**src/rtl/hazard_ctrl_unit.sv**
```systemverilog
`default_nettype none
// ============================================================================
//  Module   : hazard_ctrl_unit
//  Purpose  : Load-use stall, taken-branch flush and dmem-wait freeze control
//             for the ID-stage control mux. Optional perf counters are built
//             when HAZARD_PERF_CNT_EN is defined.
//  Revision : 1.0  initial release
// ============================================================================
module hazard_ctrl_unit #(
    parameter int FLUSH_CYCLES   = 2,
    parameter int FREEZE_TIMEOUT = 64
) (
    input  logic        clk,
    input  logic        rst,
    input  logic [4:0]  id_rs1,
    input  logic [4:0]  id_rs2,
    input  logic        id_uses_rs2,
    input  logic [4:0]  id_ex_rd,
    input  logic        id_ex_MemRead,
    input  logic        ex_branch_taken,
    input  logic        dmem_busy,
    output logic        ctrl_sgnl_sel,
    output logic        pc_write,
    output logic        if_id_write,
    output logic        if_id_flush,
    output logic        pipe_freeze,
    output logic        freeze_timeout,
    output logic [1:0]  hz_state,
    output logic [15:0] stall_cnt,
    output logic [15:0] flush_cnt
);

    localparam logic [1:0] ST_RUN   = 2'b00;
    localparam logic [1:0] ST_FLUSH = 2'b01;

    localparam logic [2:0] C_FLUSH_RELOAD = 3'(FLUSH_CYCLES - 1);
    localparam logic [7:0] C_BUSY_LIMIT   = 8'(FREEZE_TIMEOUT - 1);

    logic [1:0] r_st;
    logic [2:0] r_fcnt;
    logic [7:0] r_bcnt;
    logic       r_timeout;

    logic       w_load_use;
    logic       w_flush_case;

    // x0 is hard-wired zero, so a load targeting it can never create a hazard.
    assign w_load_use = id_ex_MemRead && (id_ex_rd != 5'd0) &&
                        ((id_ex_rd == id_rs1) || (id_uses_rs2 && (id_ex_rd == id_rs2)));

    assign w_flush_case = !dmem_busy && (ex_branch_taken || (r_st == ST_FLUSH));

    assign hz_state       = r_st;
    assign freeze_timeout = r_timeout;

    always_comb begin
        ctrl_sgnl_sel = 1'b1;
        pc_write      = 1'b1;
        if_id_write   = 1'b1;
        if_id_flush   = 1'b0;
        pipe_freeze   = 1'b0;
        if (rst) begin
            ctrl_sgnl_sel = 1'b0;
            pc_write      = 1'b0;
            if_id_write   = 1'b0;
            if_id_flush   = 1'b1;
        end else if (dmem_busy) begin
            pipe_freeze   = 1'b1;
            pc_write      = 1'b0;
            if_id_write   = 1'b0;
        end else if (w_flush_case) begin
            ctrl_sgnl_sel = 1'b0;
            if_id_flush   = 1'b1;
        end else if (w_load_use) begin
            ctrl_sgnl_sel = 1'b0;
            pc_write      = 1'b0;
            if_id_write   = 1'b0;
        end
    end

    always_ff @(posedge clk or posedge rst) begin
        if (rst) begin
            r_st      <= ST_RUN;
            r_fcnt    <= 3'd0;
            r_bcnt    <= 8'd0;
            r_timeout <= 1'b0;
        end else if (dmem_busy) begin
            // Freeze: flush window is held; only the watchdog advances.
            if (r_bcnt != 8'hFF) begin
                r_bcnt <= r_bcnt + 8'd1;
            end
            if (r_bcnt == C_BUSY_LIMIT) begin
                r_timeout <= 1'b1;
            end
        end else begin
            r_bcnt <= 8'd0;
            if (ex_branch_taken) begin
                if (FLUSH_CYCLES > 1) begin
                    r_st   <= ST_FLUSH;
                    r_fcnt <= C_FLUSH_RELOAD;
                end
            end else if (r_st == ST_FLUSH) begin
                r_fcnt <= r_fcnt - 3'd1;
                if (r_fcnt == 3'd1) begin
                    r_st <= ST_RUN;
                end
            end
        end
    end

`ifdef HAZARD_PERF_CNT_EN
    logic        w_stall_case;
    logic [15:0] r_stall_cnt;
    logic [15:0] r_flush_cnt;

    assign w_stall_case = !dmem_busy && !w_flush_case && w_load_use;

    always_ff @(posedge clk or posedge rst) begin
        if (rst) begin
            r_stall_cnt <= 16'h0000;
            r_flush_cnt <= 16'h0000;
        end else begin
            if (w_stall_case) begin
                r_stall_cnt <= r_stall_cnt + 16'd1;
            end
            if (w_flush_case) begin
                r_flush_cnt <= r_flush_cnt + 16'd1;
            end
        end
    end

    assign stall_cnt = r_stall_cnt;
    assign flush_cnt = r_flush_cnt;
`else
    assign stall_cnt = 16'h0000;
    assign flush_cnt = 16'h0000;
`endif

endmodule
`default_nettype wire

```
**config.mk**
```make
export PLATFORM = sky130hd
export DESIGN_NAME = hazard_ctrl_unit
export DESIGN_NICKNAME = d
export VERILOG_FILES = /design/src/rtl/hazard_ctrl_unit.sv
export SDC_FILE = /design/constraint.sdc
export NUM_CORES = 1
export LEC_CHECK = 0
export CORE_MARGIN = 5
export CORE_UTILIZATION = 38
export CTS_BUF_LIST = sky130_fd_sc_hd__clkbuf_16
export CTS_CLUSTER_DIAMETER = 60
export DETAILED_ROUTE_END_ITERATION = 7
export PLACE_DENSITY = 0.8
export REMOVE_ABC_BUFFERS = 1
export SYNTH_ARGS = -nofsm -noshare
export SYNTH_HDL_FRONTEND = slang
export SYNTH_SLANG_ARGS = --single-unit
```
**constraint.sdc**
```tcl
create_clock -name clk -period 2.4 [get_ports clk]
set_input_delay 0.6 -clock clk [delete_from_list [all_inputs] [get_ports clk]]
set_output_delay 0.6 -clock clk [all_outputs]
set_load 0.02 [all_outputs]
```
# Word-level counts from Yosys, hierarchy flattened
# Cells that the tools add are included.
dict set report word_totals {
  regBits 14
  latch_bits 0
  mem_bits_rw 0
  rom_bits 0
  input_bits 21
  out_inout_bits 40
  elab_cells 46
  mem_count 0
}
dict set report op_classes {
  n_addsub 2
  mul 0
  div 0
  magnitude_cmp 0
  n_eq_ne 7
  shift 0
  mux 19
  bitwise 1
  n_reduce_logical 13
}
# op n
set op_table {}
lappend op_table {{$mux W8} 2}
lappend op_table {{$mux W1} 12}
lappend op_table {{$eq A5 B5 Y1} 2}
lappend op_table {{$add A8 B1 Y8 const B} 1}
lappend op_table {{$eq A8 B6 Y1 const B} 1}
lappend op_table {{$ne A8 B8 Y1 const B} 1}
lappend op_table {{$mux W2} 3}
lappend op_table {{$mux W3} 2}
lappend op_table {{$reduce_bool A5 Y1} 1}
lappend op_table {{$logic_and A1 B1 Y1} 4}
lappend op_table {{$reduce_and A2 Y1} 2}
lappend op_table {{$reduce_bool A2 Y1} 2}
lappend op_table {{$eq A3 B1 Y1 const B} 1}
lappend op_table {{$reduce_and A3 Y1} 1}
lappend op_table {{$sub A3 B1 Y3 const B} 1}
lappend op_table {{$eq A2 B1 Y1 const B} 1}
lappend op_table {{$logic_or A1 B1 Y1} 2}
lappend op_table {{$ne A2 B1 Y1 const B} 1}
lappend op_table {{$logic_not A1 Y1} 1}
lappend op_table {{$not A1 Y1} 1}

# Longest topological paths before layout
dict set report logic_depth {
  ltp_word 8
  ltp_mapped 5
  ltp_nobuf 5
}

# Worst setup path after synthesis
# OpenSTA, ideal clock, no wires.
dict set report synth_path {
  path_type {input to output}
  startpoint {input port id_ex_rd[1]}
  endpoint {output port pc_write}
  arrival_time_ns 1.985
  required_ns 1.800
  slack_ns -0.185
  stages 5
  path_buffers 1
  path_cell_list {or4_1 > o21ai_2 > nor3_1 > a211oi_2 > buf_4}
}
dict set report synth_between {
  elab_chain_cells 8
  elab_cells_between_ends 11
  cone_classes {2 x eq/ne; 4 x mux; 5 x reduce/logical}
}
# element line_no
set synth_lines {}
lappend synth_lines {{start: declaration} 18} ;# input logic [4:0] id_ex_rd,
lappend synth_lines {{$eq A5 B5 Y1} 49} ;# ((id_ex_rd == id_rs1) || (id_uses_rs2 && (id_ex_rd == id_rs2)));
lappend synth_lines {{$logic_and A1 B1 Y1} 49}
lappend synth_lines {{$logic_or A1 B1 Y1} 49}
lappend synth_lines {{$logic_and A1 B1 Y1 *} 48} ;# assign w_load_use = id_ex_MemRead && (id_ex_rd != 5'd0) &&
lappend synth_lines {{$mux W1 * (4 in a row)} n/a}
lappend synth_lines {{end: declaration} 23} ;# output logic pc_write,
# Every way passes the cells marked *; elsewhere a longest branch is shown, timed or not.

# Final worst setup path
dict set report layout_path {
  startpoint {input port id_ex_rd[1]}
  endpoint {output port pc_write}
}
dict set report layout_between {
  elab_chain_cells 8
  elab_cells_between_ends 11
  cone_classes {2 x eq/ne; 4 x mux; 5 x reduce/logical}
}
# element line_no
set layout_lines {}
lappend layout_lines {{$eq A5 B5 Y1} 49}
lappend layout_lines {{$logic_and A1 B1 Y1} 49}
lappend layout_lines {{$logic_or A1 B1 Y1} 49}
lappend layout_lines {{$logic_and A1 B1 Y1 *} 48}
lappend layout_lines {{$mux W1 *} 74} ;# end else if (w_load_use) begin
lappend layout_lines {{$mux W1 *} 71} ;# end else if (w_flush_case) begin
lappend layout_lines {{$mux W1 *} 67} ;# end else if (dmem_busy) begin
lappend layout_lines {{$mux W1 *} 62} ;# if (rst) begin
# Marks and branches as above.

==> key figures <==
Hold path
  • Hold Crit Depth: 1
  • Worst hold path type: flop to flop

Final layout
  • Share of layout cells above drive strength 1: between 10% and 20%
  • Final core utilization: between 50 and 60%
  • Area Growth Syn to Fin: 33.0%
  • Final instance area: 0.00145 mm^2
  • Commonest non-fill, non-tap cell in the layout: conb_1
  • Layout Nets: slightly below 200
  • Most frequent cells in the layout: 33 x conb_1, 14 x nand2_1, 14 x buf_4, 13 x dfrtp_1, 12 x clkdlybuf4s50_1
  • Number of diodes: 0

CTS
  • Cts hold-fix bufs: 0
  • CTS tree: built
  • Root Driver: clkbuf_16
  • Clk slew on worst S/H paths: about 0.040 ns
  • Clock latency on the worst-skew pair: 0.24 ns
  • TritonCTS Buffers: 3
  • Sink Count: 13
  • H-tree Lvls: 1
  • Worst-case clock buffer depth: 2

Global route
  • Largest net degree at the start of global routing: 14
  • First-pass GRT wire length: approximately 3.8 mm
  • Global Route Usage Sum: 11.9%
  • Initial antenna violation count: 0
  • Vias in the first global route: 895
  • Grt ovf: 0

Placed design
  • HPWL Detailed: approximately 1.8 mm
  • RD Place Congestion: between 0.7 and 0.8
  • Dpl cell area: between 0.001 and 0.0015 mm^2
  • Port bufs: 27

STA
  • Min Tclk post-route: 2.46 ns
  • Fin. max-slew vios: 0
  • Worst Skew: just under 0.003 ns
  • Period utilization: 103%
  • RSZ-0062 raised after global routing: yes
  • Hold Fails Final Rpt: 0
  • Worst setup margin: -0.0640 ns
  • Setup Viol. Count Final: 2
  • Setup TNS: -0.128 ns
  • Fmax: approximately 410 MHz

Critical path
  • CP bufs+invs: 2
  • FF-to-FF setup slack: a little over 0.8 ns
  • CP Depth: 6
  • Crit path DAT: around 1.9 ns
  • Worst Path Max Fanout: 2
  • CP Capture Type: output pin
  • Worst Path Required: approximately 1.8 ns
  • Setup CP Type: input pin to output pin
  • Critical-path cell list: buf_8, or4_4, o21ai_4, nor3_2, a211oi_2, buf_4
  • Worst-case reg-to-reg path depth: 5
  • CP delay by family, top: simple AND/OR/NAND/NOR gates
  • Slowest CP cell: or4_4
  • CP Launch Type: input pin
  • Max incr delay on CP: about 0.55 ns

Route
  • Routed WL: approximately 2.3 mm
  • Via density: about 4.5
  • 1st-iter DRT viols: 18
  • Number of remaining DRC errors: 0
  • DRT Pass-1 Iters: 4
  • DR vias: between 900 and 1,000
  • WL/cell: between 10 and 15 um
  • Post-route ant nets: 0

Pwr
  • Maximum VDD drop: a little under 0.4 mV
  • Total chip power: ~900 uW
  • Power Density: ~610 mW/mm^2
  • P_leak: ~0.00073 uW

Synthesis
  • Fraction of registers with async set/reset: 100%
  • Yosys warns: 0
  • Synth Instances: 130
  • Most area-hungry cell type in the Yosys netlist: dfrtp_1
  • Post-synth EDFFs: 0
  • Sequential fraction of the synthesis area: 29.9%
  • Share of the synthesized area in the top cell type: roughly 30%
  • Average cell area after synthesis: ~8.4 um^2
  • Mapped cell area: 0.00109 mm^2
  • Post-synthesis register bit count: 13
  • Synth cell types: 31
  • Top_reg_cell synth: dfrtp_1
  • Dominant cells by area after synthesis: dfrtp_1 30%, buf_4 23%, xnor2_1 8.9%, nand2_1 4.8%, o21ai_0 4.6%

Outcome
  • Violated checks: setup timing
  • Status: finished with violations

Floorplan
  • IO Pins: 61
  • Die Wd: approximately 63 um
  • Die area: between 0.004 and 0.005 mm^2
  • Row count: 19
  • Die Height: between 60 and 70 um
  • Core area: around 0.0028 mm^2
  • Initial core utilization: between 30 and 40%

Job
  • Maximum Capacitance Violations: 0
## worst reg2reg max path: stages (launching register included)
cell	delay, ns
dfrtp_1	0.38
ha_1	0.25
nand2_1	0.16
nor3_2	0.35
nor2_1	0.06
mux2_2	0.26
## cell families (layout without fill, tap and decap cells)
kind of cell / Yosys count / after routing / synth area share [%]
AO/OA/AOI/OAI: 20 / 20 / 11.9
XOR/XNOR: 12 / 12 / 9.67
adder cells (fa/ha/maj): 3 / 3 / 3.45
buffers and inverters: 41 / 48 / 25.9
flip-flops: 13 / 13 / 29.9
multiplexers: 2 / 2 / 1.96
other: 1 / 33 / 0.345
AND/OR/NAND/NOR: 38 / 38 / 16.9
## cell type report
class | instances | area, um^2
fill | 255 | 1310
multi-input combinational | 108 | 627
timing repair buffer | 38 | 354
sequential | 13 | 325
clock buffer | 3 | 75.1
tap | 31 | 38.8
inverter | 6 | 22.5
clock inverter | 1 | 3.75
## cells in the mapped netlist, types with 2 or more instances
master,count
xnor2_1,11
and3_1,3
nor2_1,7
and2_1,2
buf_4,34
a21boi_0,2
nand3_1,5
nand2_1,14
nor3_1,2
inv_1,6
dfrtp_1,13
ha_1,3
o21ai_0,10
## power by group
| part | total, uW | switching [uW] | internal, uW |
|---|---|---|---|
| combinational | 284 | 160 | 124 |
| sequential | 291 | 35.9 | 256 |
| clock | 310 | 90.7 | 220 |
| total | 886 | 287 | 599 |
## worst paths after layout
check / startpoint / end
worst max-delay path: id_ex_rd[1] / pc_write
worst min-delay path: freeze_timeout / freeze_timeout
worst max register to register: r_bcnt[0] / r_bcnt[0]
worst min register to register: freeze_timeout / freeze_timeout
max in group asynchronous: rst / r_bcnt[7]
min in group asynchronous: rst / hz_state[0]
## stage by stage
step / hold slack (ns) / instances / worst slack [ns]
after floorplan: 0.450 / 127 / -0.159
after global placement: 0.450 / 195 / -0.901
after detailed placement: 0.465 / 195 / -0.930
after CTS: 0.477 / 200 / -0.0522
after global routing: 0.506 / 200 / -0.0943
final: 0.472 / 200 / -0.0640
## registers in the layout (all words and copies together), names as in the netlist
signal,count
r_bcnt,8
r_fcnt,3
freeze_timeout,1
hz_state,1
## per-layer routing
metal | up-vias | share of wire (%) | GRT usage, %
li1 | 442 | - | -
met1 | 411 | 35 | 12.2
met2 | 40 | 53 | 21.2
met3 | 9 | 7.4 | 1.60
met4 | 0 | 4.4 | 9.35
met5 | - | 0 | 0
## what timing repair did
action | 4_1_cts | 5_1_grt
endpoints found under the setup margin | 5 | 4
cloned | 0 | 0
pin swaps | 4 | 8
endpoints found under the hold margin | 0 | 0
buffers inserted | 1 | 0
resized for setup | 41 | 10
No activity file was read; power rests on OpenSTA's default activity.
